--- src/rtl/core_types_pkg.sv ---
// Shared RV32I core types: opcodes, ALU ops, immediate formats and decode control.
package core_types_pkg;

  localparam int N_BITS = 32;
  localparam logic [31:0] NOP_INSTR = 32'h0000_0013;

  typedef enum logic [6:0] {
    OPC_LUI    = 7'b0110111,
    OPC_AUIPC  = 7'b0010111,
    OPC_JAL    = 7'b1101111,
    OPC_JALR   = 7'b1100111,
    OPC_BRANCH = 7'b1100011,
    OPC_LOAD   = 7'b0000011,
    OPC_STORE  = 7'b0100011,
    OPC_OP_IMM = 7'b0010011,
    OPC_OP     = 7'b0110011
  } opcode_e;

  typedef enum logic [3:0] {
    ALU_ADD, ALU_SUB, ALU_SLL, ALU_SLT, ALU_SLTU, ALU_XOR,
    ALU_SRL, ALU_SRA, ALU_OR, ALU_AND, ALU_PASS_B
  } alu_op_e;

  typedef enum logic [2:0] {IMM_I, IMM_S, IMM_B, IMM_U, IMM_J} imm_type_e;

  typedef enum logic [1:0] {WB_ALU, WB_MEM, WB_PC4} wb_sel_e;

  typedef struct packed {
    alu_op_e    alu_op;
    logic       op1_sel_pc;
    logic       op2_sel_imm;
    logic       rf_wen;
    logic       mem_ren;
    logic       mem_wen;
    logic [2:0] mem_funct3;
    wb_sel_e    wb_sel;
    logic       uses_rs1;
    logic       uses_rs2;
    logic       is_jal;
    logic       is_jalr;
    logic       is_branch;
  } ctrl_t;

  localparam ctrl_t NOP_CTRL = '0;

  // sub_en selects SUB for funct3 000; sra_en selects SRA for funct3 101
  function automatic alu_op_e alu_from_funct3(input logic [2:0] funct3,
                                              input logic sub_en,
                                              input logic sra_en);
    case (funct3)
      3'b000:  return sub_en ? ALU_SUB : ALU_ADD;
      3'b001:  return ALU_SLL;
      3'b010:  return ALU_SLT;
      3'b011:  return ALU_SLTU;
      3'b100:  return ALU_XOR;
      3'b101:  return sra_en ? ALU_SRA : ALU_SRL;
      3'b110:  return ALU_OR;
      default: return ALU_AND;
    endcase
  endfunction

endpackage

--- src/rtl/d_stage_if.sv ---
// Decode-stage bus: fetch-side inputs, execute-side outputs and the stall/squash/redirect handshake.
// Optional illegal_instr output is present when D_STAGE_ILLEGAL_INSTR_EN is defined.
interface d_stage_if;
  import core_types_pkg::*;

  logic [N_BITS-1:0] pc_in;
  logic [N_BITS-1:0] pc_plus4_in;
  logic [31:0]       instr_in;
  logic              vld_in;
  logic [N_BITS-1:0] pc;
  logic [N_BITS-1:0] pc_plus4;
  logic [31:0]       instr;
  logic [4:0]        rs1_addr;
  logic [4:0]        rs2_addr;
  logic [4:0]        rd_addr;
  logic [N_BITS-1:0] imm;
  ctrl_t             ctrl;
  logic [N_BITS-1:0] jal_tgt;
  logic              jal_vld;
  logic [4:0]        ex_rd_addr;
  logic              ex_is_load;
  logic              ex_vld;
  logic              vld;
  logic              stall_in;
  logic              stall;
  logic              squash_in;
  logic              squash;
`ifdef D_STAGE_ILLEGAL_INSTR_EN
  logic              illegal_instr;
`endif

  modport master (
    output pc_in, pc_plus4_in, instr_in, vld_in, ex_rd_addr, ex_is_load, ex_vld,
           stall_in, squash_in,
    input  pc, pc_plus4, instr, rs1_addr, rs2_addr, rd_addr, imm, ctrl,
           jal_tgt, jal_vld, vld, stall, squash
`ifdef D_STAGE_ILLEGAL_INSTR_EN
    , input illegal_instr
`endif
  );

  modport slave (
    input  pc_in, pc_plus4_in, instr_in, vld_in, ex_rd_addr, ex_is_load, ex_vld,
           stall_in, squash_in,
    output pc, pc_plus4, instr, rs1_addr, rs2_addr, rd_addr, imm, ctrl,
           jal_tgt, jal_vld, vld, stall, squash
`ifdef D_STAGE_ILLEGAL_INSTR_EN
    , output illegal_instr
`endif
  );

endinterface

--- src/rtl/d_stage_imm_gen.sv ---
// RV32I immediate generator: I/S/B/U/J formats, sign-extended from instr[31].
module d_imm_gen
  import core_types_pkg::*;
(
  input  logic [31:7]       instr_hi,
  input  imm_type_e         imm_type,
  output logic [N_BITS-1:0] imm
);

  logic s;
  assign s = instr_hi[31];

  always_comb begin
    case (imm_type)
      IMM_S:   imm = {{(N_BITS-12){s}}, instr_hi[31:25], instr_hi[11:7]};
      IMM_B:   imm = {{(N_BITS-12){s}}, instr_hi[7], instr_hi[30:25], instr_hi[11:8], 1'b0};
      IMM_U:   imm = {instr_hi[31:12], 12'b0};
      IMM_J:   imm = {{(N_BITS-20){s}}, instr_hi[19:12], instr_hi[20], instr_hi[30:21], 1'b0};
      default: imm = {{(N_BITS-12){s}}, instr_hi[31:20]};
    endcase
  end

endmodule

--- src/rtl/d_stage.sv ---
// RV32I decode stage: pipeline register, control decode, load-use stall and in-decode JAL redirect.
// Define D_STAGE_ILLEGAL_INSTR_EN to expose the illegal_instr flag.
module d_stage
  import core_types_pkg::*;
#(
  parameter logic [31:0] RST_INSTR = NOP_INSTR
)(
  input logic     clk,
  input logic     rst,
  d_stage_if.slave bus
);

  logic [N_BITS-1:0] pc_q;
  logic [N_BITS-1:0] pc_plus4_q;
  logic [31:0]       instr_q;
  logic              vld_raw;
  ctrl_t             ctrl_d;
  imm_type_e         imm_type;
  logic              illegal;
  logic              gen_stall;
  logic [N_BITS-1:0] imm_j;
  logic [2:0]        funct3;
  logic [6:0]        funct7;
  opcode_e           opcode;

  // A stalled instruction stays in place until the hazard clears
  always_ff @(posedge clk or posedge rst) begin
    if (rst) begin
      pc_q       <= '0;
      pc_plus4_q <= '0;
      instr_q    <= RST_INSTR;
      vld_raw    <= 1'b0;
    end else if (!bus.stall) begin
      pc_q       <= bus.pc_in;
      pc_plus4_q <= bus.pc_plus4_in;
      instr_q    <= bus.instr_in;
      vld_raw    <= bus.vld_in;
    end
  end

  assign opcode = opcode_e'(instr_q[6:0]);
  assign funct3 = instr_q[14:12];
  assign funct7 = instr_q[31:25];

  always_comb begin
    ctrl_d            = NOP_CTRL;
    ctrl_d.mem_funct3 = funct3;
    imm_type          = IMM_I;
    illegal           = 1'b0;
    case (opcode)
      OPC_LUI: begin
        ctrl_d.rf_wen = 1'b1; ctrl_d.op2_sel_imm = 1'b1; ctrl_d.alu_op = ALU_PASS_B;
        imm_type = IMM_U;
      end
      OPC_AUIPC: begin
        ctrl_d.rf_wen = 1'b1; ctrl_d.op1_sel_pc = 1'b1; ctrl_d.op2_sel_imm = 1'b1;
        imm_type = IMM_U;
      end
      OPC_JAL: begin
        ctrl_d.rf_wen = 1'b1; ctrl_d.op1_sel_pc = 1'b1; ctrl_d.op2_sel_imm = 1'b1;
        ctrl_d.wb_sel = WB_PC4; ctrl_d.is_jal = 1'b1;
        imm_type = IMM_J;
      end
      OPC_JALR: begin
        ctrl_d.rf_wen = 1'b1; ctrl_d.op2_sel_imm = 1'b1; ctrl_d.wb_sel = WB_PC4;
        ctrl_d.uses_rs1 = 1'b1; ctrl_d.is_jalr = 1'b1;
      end
      OPC_BRANCH: begin
        ctrl_d.alu_op = ALU_SUB; ctrl_d.uses_rs1 = 1'b1; ctrl_d.uses_rs2 = 1'b1;
        ctrl_d.is_branch = 1'b1;
        imm_type = IMM_B;
      end
      OPC_LOAD: begin
        ctrl_d.rf_wen = 1'b1; ctrl_d.mem_ren = 1'b1; ctrl_d.op2_sel_imm = 1'b1;
        ctrl_d.wb_sel = WB_MEM; ctrl_d.uses_rs1 = 1'b1;
      end
      OPC_STORE: begin
        ctrl_d.mem_wen = 1'b1; ctrl_d.op2_sel_imm = 1'b1;
        ctrl_d.uses_rs1 = 1'b1; ctrl_d.uses_rs2 = 1'b1;
        imm_type = IMM_S;
      end
      OPC_OP_IMM: begin
        ctrl_d.rf_wen = 1'b1; ctrl_d.op2_sel_imm = 1'b1; ctrl_d.uses_rs1 = 1'b1;
        ctrl_d.alu_op = alu_from_funct3(funct3, 1'b0, funct7[5]);
        illegal = (funct3 == 3'b001 && funct7 != 7'h00) ||
                  (funct3 == 3'b101 && funct7 != 7'h00 && funct7 != 7'h20);
      end
      OPC_OP: begin
        ctrl_d.rf_wen = 1'b1; ctrl_d.uses_rs1 = 1'b1; ctrl_d.uses_rs2 = 1'b1;
        ctrl_d.alu_op = alu_from_funct3(funct3, funct7[5], funct7[5]);
        illegal = funct7 != 7'h00 &&
                  !(funct7 == 7'h20 && (funct3 == 3'b000 || funct3 == 3'b101));
      end
      default: illegal = 1'b1;
    endcase
    if (illegal) ctrl_d = NOP_CTRL;
    if (instr_q[11:7] == 5'd0) ctrl_d.rf_wen = 1'b0;
  end

  d_imm_gen u_imm_gen (
    .instr_hi (instr_q[31:7]),
    .imm_type (imm_type),
    .imm      (bus.imm)
  );

  // Dedicated J-immediate so the redirect target never depends on the decoded format
  d_imm_gen u_jal_imm (
    .instr_hi (instr_q[31:7]),
    .imm_type (IMM_J),
    .imm      (imm_j)
  );

  assign gen_stall = vld_raw && bus.ex_vld && bus.ex_is_load && bus.ex_rd_addr != 5'd0 &&
                     ((ctrl_d.uses_rs1 && bus.ex_rd_addr == instr_q[19:15]) ||
                      (ctrl_d.uses_rs2 && bus.ex_rd_addr == instr_q[24:20]));

  assign bus.pc       = pc_q;
  assign bus.pc_plus4 = pc_plus4_q;
  assign bus.instr    = instr_q;
  assign bus.rs1_addr = instr_q[19:15];
  assign bus.rs2_addr = instr_q[24:20];
  assign bus.rd_addr  = instr_q[11:7];
  assign bus.ctrl     = ctrl_d;
  assign bus.vld      = vld_raw && !gen_stall && !bus.squash_in;
  assign bus.stall    = gen_stall || bus.stall_in;
  assign bus.jal_tgt  = pc_q + imm_j;
  assign bus.jal_vld  = bus.vld && ctrl_d.is_jal && !bus.stall_in;
  assign bus.squash   = bus.squash_in || bus.jal_vld;

`ifdef D_STAGE_ILLEGAL_INSTR_EN
  assign bus.illegal_instr = bus.vld && illegal;
`endif

endmodule

--- src/flat_wrapper.sv ---
// flat-port wrapper written by rule: the top's interface ports become plain ports
module d_stage_flat import core_types_pkg::*;
#(
  parameter logic [31:0] RST_INSTR = NOP_INSTR
)
  (clk, rst, bus_pc_in, bus_pc_plus4_in, bus_instr_in, bus_vld_in, bus_ex_rd_addr, bus_ex_is_load, bus_ex_vld, bus_stall_in, bus_squash_in, bus_pc, bus_pc_plus4, bus_instr, bus_rs1_addr, bus_rs2_addr, bus_rd_addr, bus_imm, bus_ctrl, bus_jal_tgt, bus_jal_vld, bus_vld, bus_stall, bus_squash);
  d_stage_if bus_i ();
  input logic clk;
  input logic rst;
  input wire logic [$bits(bus_i.pc_in)-1:0] bus_pc_in;
  input wire logic [$bits(bus_i.pc_plus4_in)-1:0] bus_pc_plus4_in;
  input wire logic [$bits(bus_i.instr_in)-1:0] bus_instr_in;
  input wire logic [$bits(bus_i.vld_in)-1:0] bus_vld_in;
  input wire logic [$bits(bus_i.ex_rd_addr)-1:0] bus_ex_rd_addr;
  input wire logic [$bits(bus_i.ex_is_load)-1:0] bus_ex_is_load;
  input wire logic [$bits(bus_i.ex_vld)-1:0] bus_ex_vld;
  input wire logic [$bits(bus_i.stall_in)-1:0] bus_stall_in;
  input wire logic [$bits(bus_i.squash_in)-1:0] bus_squash_in;
  output wire logic [$bits(bus_i.pc)-1:0] bus_pc;
  output wire logic [$bits(bus_i.pc_plus4)-1:0] bus_pc_plus4;
  output wire logic [$bits(bus_i.instr)-1:0] bus_instr;
  output wire logic [$bits(bus_i.rs1_addr)-1:0] bus_rs1_addr;
  output wire logic [$bits(bus_i.rs2_addr)-1:0] bus_rs2_addr;
  output wire logic [$bits(bus_i.rd_addr)-1:0] bus_rd_addr;
  output wire logic [$bits(bus_i.imm)-1:0] bus_imm;
  output wire logic [$bits(bus_i.ctrl)-1:0] bus_ctrl;
  output wire logic [$bits(bus_i.jal_tgt)-1:0] bus_jal_tgt;
  output wire logic [$bits(bus_i.jal_vld)-1:0] bus_jal_vld;
  output wire logic [$bits(bus_i.vld)-1:0] bus_vld;
  output wire logic [$bits(bus_i.stall)-1:0] bus_stall;
  output wire logic [$bits(bus_i.squash)-1:0] bus_squash;
  assign bus_i.pc_in = bus_pc_in;
  assign bus_i.pc_plus4_in = bus_pc_plus4_in;
  assign bus_i.instr_in = bus_instr_in;
  assign bus_i.vld_in = bus_vld_in;
  assign bus_i.ex_rd_addr = bus_ex_rd_addr;
  assign bus_i.ex_is_load = bus_ex_is_load;
  assign bus_i.ex_vld = bus_ex_vld;
  assign bus_i.stall_in = bus_stall_in;
  assign bus_i.squash_in = bus_squash_in;
  assign bus_pc = bus_i.pc;
  assign bus_pc_plus4 = bus_i.pc_plus4;
  assign bus_instr = bus_i.instr;
  assign bus_rs1_addr = bus_i.rs1_addr;
  assign bus_rs2_addr = bus_i.rs2_addr;
  assign bus_rd_addr = bus_i.rd_addr;
  assign bus_imm = bus_i.imm;
  assign bus_ctrl = bus_i.ctrl;
  assign bus_jal_tgt = bus_i.jal_tgt;
  assign bus_jal_vld = bus_i.jal_vld;
  assign bus_vld = bus_i.vld;
  assign bus_stall = bus_i.stall;
  assign bus_squash = bus_i.squash;
  d_stage #(.RST_INSTR(RST_INSTR)) u_core (.clk(clk), .rst(rst), .bus(bus_i));
endmodule
--- config.mk ---
export PLATFORM = sky130hd
export DESIGN_NAME = d_stage_flat
export DESIGN_NICKNAME = d
export VERILOG_FILES = /design/src/rtl/core_types_pkg.sv /design/src/rtl/d_stage_if.sv /design/src/rtl/d_stage_imm_gen.sv /design/src/rtl/d_stage.sv /design/src/flat_wrapper.sv
export SDC_FILE = /design/constraint.sdc
export NUM_CORES = 1
export LEC_CHECK = 0
export CAP_MARGIN = 10
export CORE_MARGIN = 4
export CORE_UTILIZATION = 39
export CTS_BUF_LIST = sky130_fd_sc_hd__clkbuf_8
export CTS_CLUSTER_SIZE = 25
export DETAILED_ROUTE_END_ITERATION = 10
export HOLD_SLACK_MARGIN = 0.03
export PLACE_DENSITY = 0.8
export SLEW_MARGIN = 10
export SYNTH_ARGS = -nofsm -noshare
export SYNTH_HDL_FRONTEND = slang
export SYNTH_SLANG_ARGS = --single-unit
--- constraint.sdc ---
create_clock -name clk -period 3.8 [get_ports clk]
set_input_delay 1.14 -clock clk [delete_from_list [all_inputs] [get_ports clk]]
set_output_delay 1.14 -clock clk [all_outputs]
set_load 0.01 [all_outputs]
==> results.yml <==
sta:
  post-route-period-util_pct: 109
  rsz0062_at_grt: "true"
  slew_violations: 0
  hold-worst-slack_ps: 515
  setup_violations: 19
  finalCriticalPeriod_ps: 4150
  final_hold_viol_count: 0
  finClkSkew_ps: 12.0
  fin_tns_setup_ps: -3800
  maxSlewHeadroom_pct: 46.2
  fmax_ghz: 0.241
  worst_slew_pin_slew_ps: 807
  setup_ws_ps: -348
layout:
  drive_above_1_share_pct: 37.4
  synthToLayoutAreaGrowth_pct: 70.7
  nets: 1161
  stdcell_area_um2: 11200
  n_antenna_cell: 0
  fin_util_pct: 67.9
  instances_no_fill: 1247
detailed_routing:
  routed_wl_um: 25500
  firstDrtPassIters: 5
  drtIter0Drc: 335
  vias: 6429
  drcViolationCount: 0
  via_per_inst: 5.16
  avgRoutedWirePerCell_um: 20.4
  ant_nets: 0
worst_setup_path:
  criticalPathCategory: "reg -> out"
  start_kind: "register"
  cpMaxStageDelayCell: "or4_4"
  startpoint: "u_core.bus.pc[11]$_DFFE_PP0N_"
  max_stage_delay_ps: 490
  endpoint_kind: "output pin"
  crit_top_cell: "o21ai_2"
  worst-path-buf-inv: 2
  regToRegStartpoint: "u_core.bus.instr[14]$_DFFE_PP0N_"
  cp_max_fo: 3
  crit_family: "compound AO/OA/AOI/OAI gates"
  critPathArrivalTime_ps: 3010
  crit_required_ps: 2660
  worstPathCellList: "ha_4, and3_4, a22o_1, or4_4, o32ai_4, o21ai_2, buf_4, a31oi_4, o21ai_2, xnor2_1, buf_2"
power:
  switching_share_pct: 37.0
  p_seq_share_pct: 29.8
  pwr-share-comb_pct: 54.1
  internal_power_mw: 2.63
  clkPwrFrac_pct: 16.1
  power_density_nw_per_um2: 373
  power_leakage_nw: 5.16
  post-layout-total-power_mw: 4.18
  p_sw_mw: 1.55
  ir_drop_mv: 0.226
die:
  io_pins: 306
  fp.dieH_um: 138
  dieArea_um2: 19000
  die_w_um: 138
  core-area_um2: 16500
  rows: 47
  initial_core_util_pct: 39.8
status:
  violations: "negative setup slack"
  status: "finished, violations left"
clocking:
  cts_num_sinks: 97
  worst_skew_pair.late_latency_ps: 390
  ctsHoldBuffers: 0
  path_clk_slew_ps: 100
  cts_made_buffers: 9
  h-tree-depth: 3
  cts_tree: "yes"
  cts-root-buf: "clkbuf_8"
  max-clock-path-buffers: 2
global_route:
  gr-total-overflow: 0
  grt_max_degree: 53
  antenna_found_initial: 0
  grt_pass1_wl_um: 37100
  grt_util_all_layers_pct: 25.8
  first_global_vias: 6731
placed_design:
  dp.cells: 1196
  pre_cts_slack_ps: -728
  hpwl_um: 19200
  gp_congestion: 0.948
  port_buffers: 305
  place_area_um2: 10500
logic_synthesis:
  synth_nets: 742
  post_synth.cell_area_avg_um2: 10.9
  post-synth-top-count-cell: "dfrtp_1"
  ys.flop_type: "dfrtp_1"
  synth_edf_count: 0
  syn_inst: 603
  yosysWarnings: 0
  synth.area.top_cells: "dfrtp_1 36%, mux2_4 18%, ha_1 5.7%"
  yosysTopAreaCell: "dfrtp_1"
  synth_top_cell_area_share_pct: 35.8
  seq_area_frac_synth_pct: 37.0
  synthesis.area_um2: 6570
  synthDistinctLibCells: 63
  async_reset_ff_share_pct: 100
  synth_top_cells_by_count: "94 x dfrtp_1, 80 x mux2_4, 36 x nand2_1, 30 x a21o_1, 30 x ha_1"
  ys_ff_latch: 97
worst_hold_path:
  hold_path.startpoint: "u_core.bus.pc_plus4[26]$_DFFE_PP0N_"
  hold_class: "reg -> reg"
run:
  maxCapViolations: 0
[cell usage in the layout, fill, tap and decap left out, types with 7 or more instances in the layout]
cell type | Yosys | routed
xnor2_1 | 24 | 19
inv_1 | 17 | 14
clkdlybuf4s50_1 | 0 | 260
ha_1 | 30 | 18
a21oi_2 | 2 | 10
ha_4 | 0 | 11
clkbuf_8 | 0 | 9
dfrtp_1 | 94 | 91
nand2_1 | 36 | 31
xor2_1 | 12 | 11
and2_1 | 13 | 11
a21o_1 | 30 | 30
buf_2 | 4 | 25
clkbuf_2 | 0 | 8
mux2_4 | 80 | 80
o21ai_0 | 21 | 15
buf_4 | 18 | 144
mux2_2 | 11 | 11
a21oi_1 | 27 | 19
nor2_1 | 29 | 23
nor3_1 | 11 | 10
nand3_1 | 18 | 15
dlygate4sd2_1 | 0 | 7
[flip-flops by register name, indices dropped and copies added (netlist names)]
signal and flops:
u_core.bus.pc 32, u_core.bus.pc_plus4 32, u_core.bus.instr 32, u_core.vld_raw 1
[area by class of cell]
type / instances / area, um2
clock buffers: 9 / 124
clock inverters: 7 / 60.1
fillers: 1212 / 5300
inverters: 17 / 66.3
multi-input cells: 444 / 4240
flip-flops and latches: 97 / 2430
well taps: 220 / 275
repair buffers: 453 / 4020
[logic make-up (layout without fill, tap and decap cells)]
kind of cell / after synthesis / in the layout / synth area share, %
compound gates: 136 / 136 / 14.5
xor+xnor: 36 / 36 / 4.80
fa+ha+maj: 31 / 31 / 6.02
buf+inv: 62 / 486 / 5.79
flops: 97 / 97 / 37.0
mux: 94 / 94 / 20.7
simple gates: 147 / 147 / 11.3
[power groups by stage]
stage	sequential (mW)	clock, mW	combinational, mW
floorplan	1.29	0	0.921
global placement	1.24	0	2.08
detailed placement	1.25	0	2.11
CTS	1.24	0.693	2.17
global route	1.26	0.736	2.41
finish	1.24	0.674	2.26
[metal layers]
layer,routed length [um],part of all wire (%),global-route usage (%),vias to the layer above
li1,-,-,-,2978
met1,9680,38,29.4,3102
met2,12700,50,45.0,303
met3,2290,9.0,8.14,46
met4,789,3.1,9.99,0
met5,0,0,0,-
[final timing paths]
path / slack [ps] / cells after the start / endpoint
hold / removal: 520 / 1 / u_core.bus.pc_plus4[26]$_DFFE_PP0N_
max in group asynchronous: 1950 / 3 / u_core.bus.instr[0]$_DFFE_PP1N_
setup reg to reg: 480 / 10 / u_core.bus.instr[19]$_DFFE_PP0N_
hold reg to reg: 520 / 1 / u_core.bus.pc_plus4[26]$_DFFE_PP0N_
setup / recovery: -350 / 11 / bus_jal_tgt[31]
min in group asynchronous: 1160 / 2 / u_core.bus.pc_plus4[13]$_DFFE_PP0N_
[what timing repair did]
item | 4_1_cts | 5_1_grt
resized for setup | 181 | 65
endpoints found under the setup margin | 61 | 57
gates cloned | 0 | 0
pin swaps | 54 | 40
buffers inserted | 22 | 16
Power figures use the tool's default switching activity.
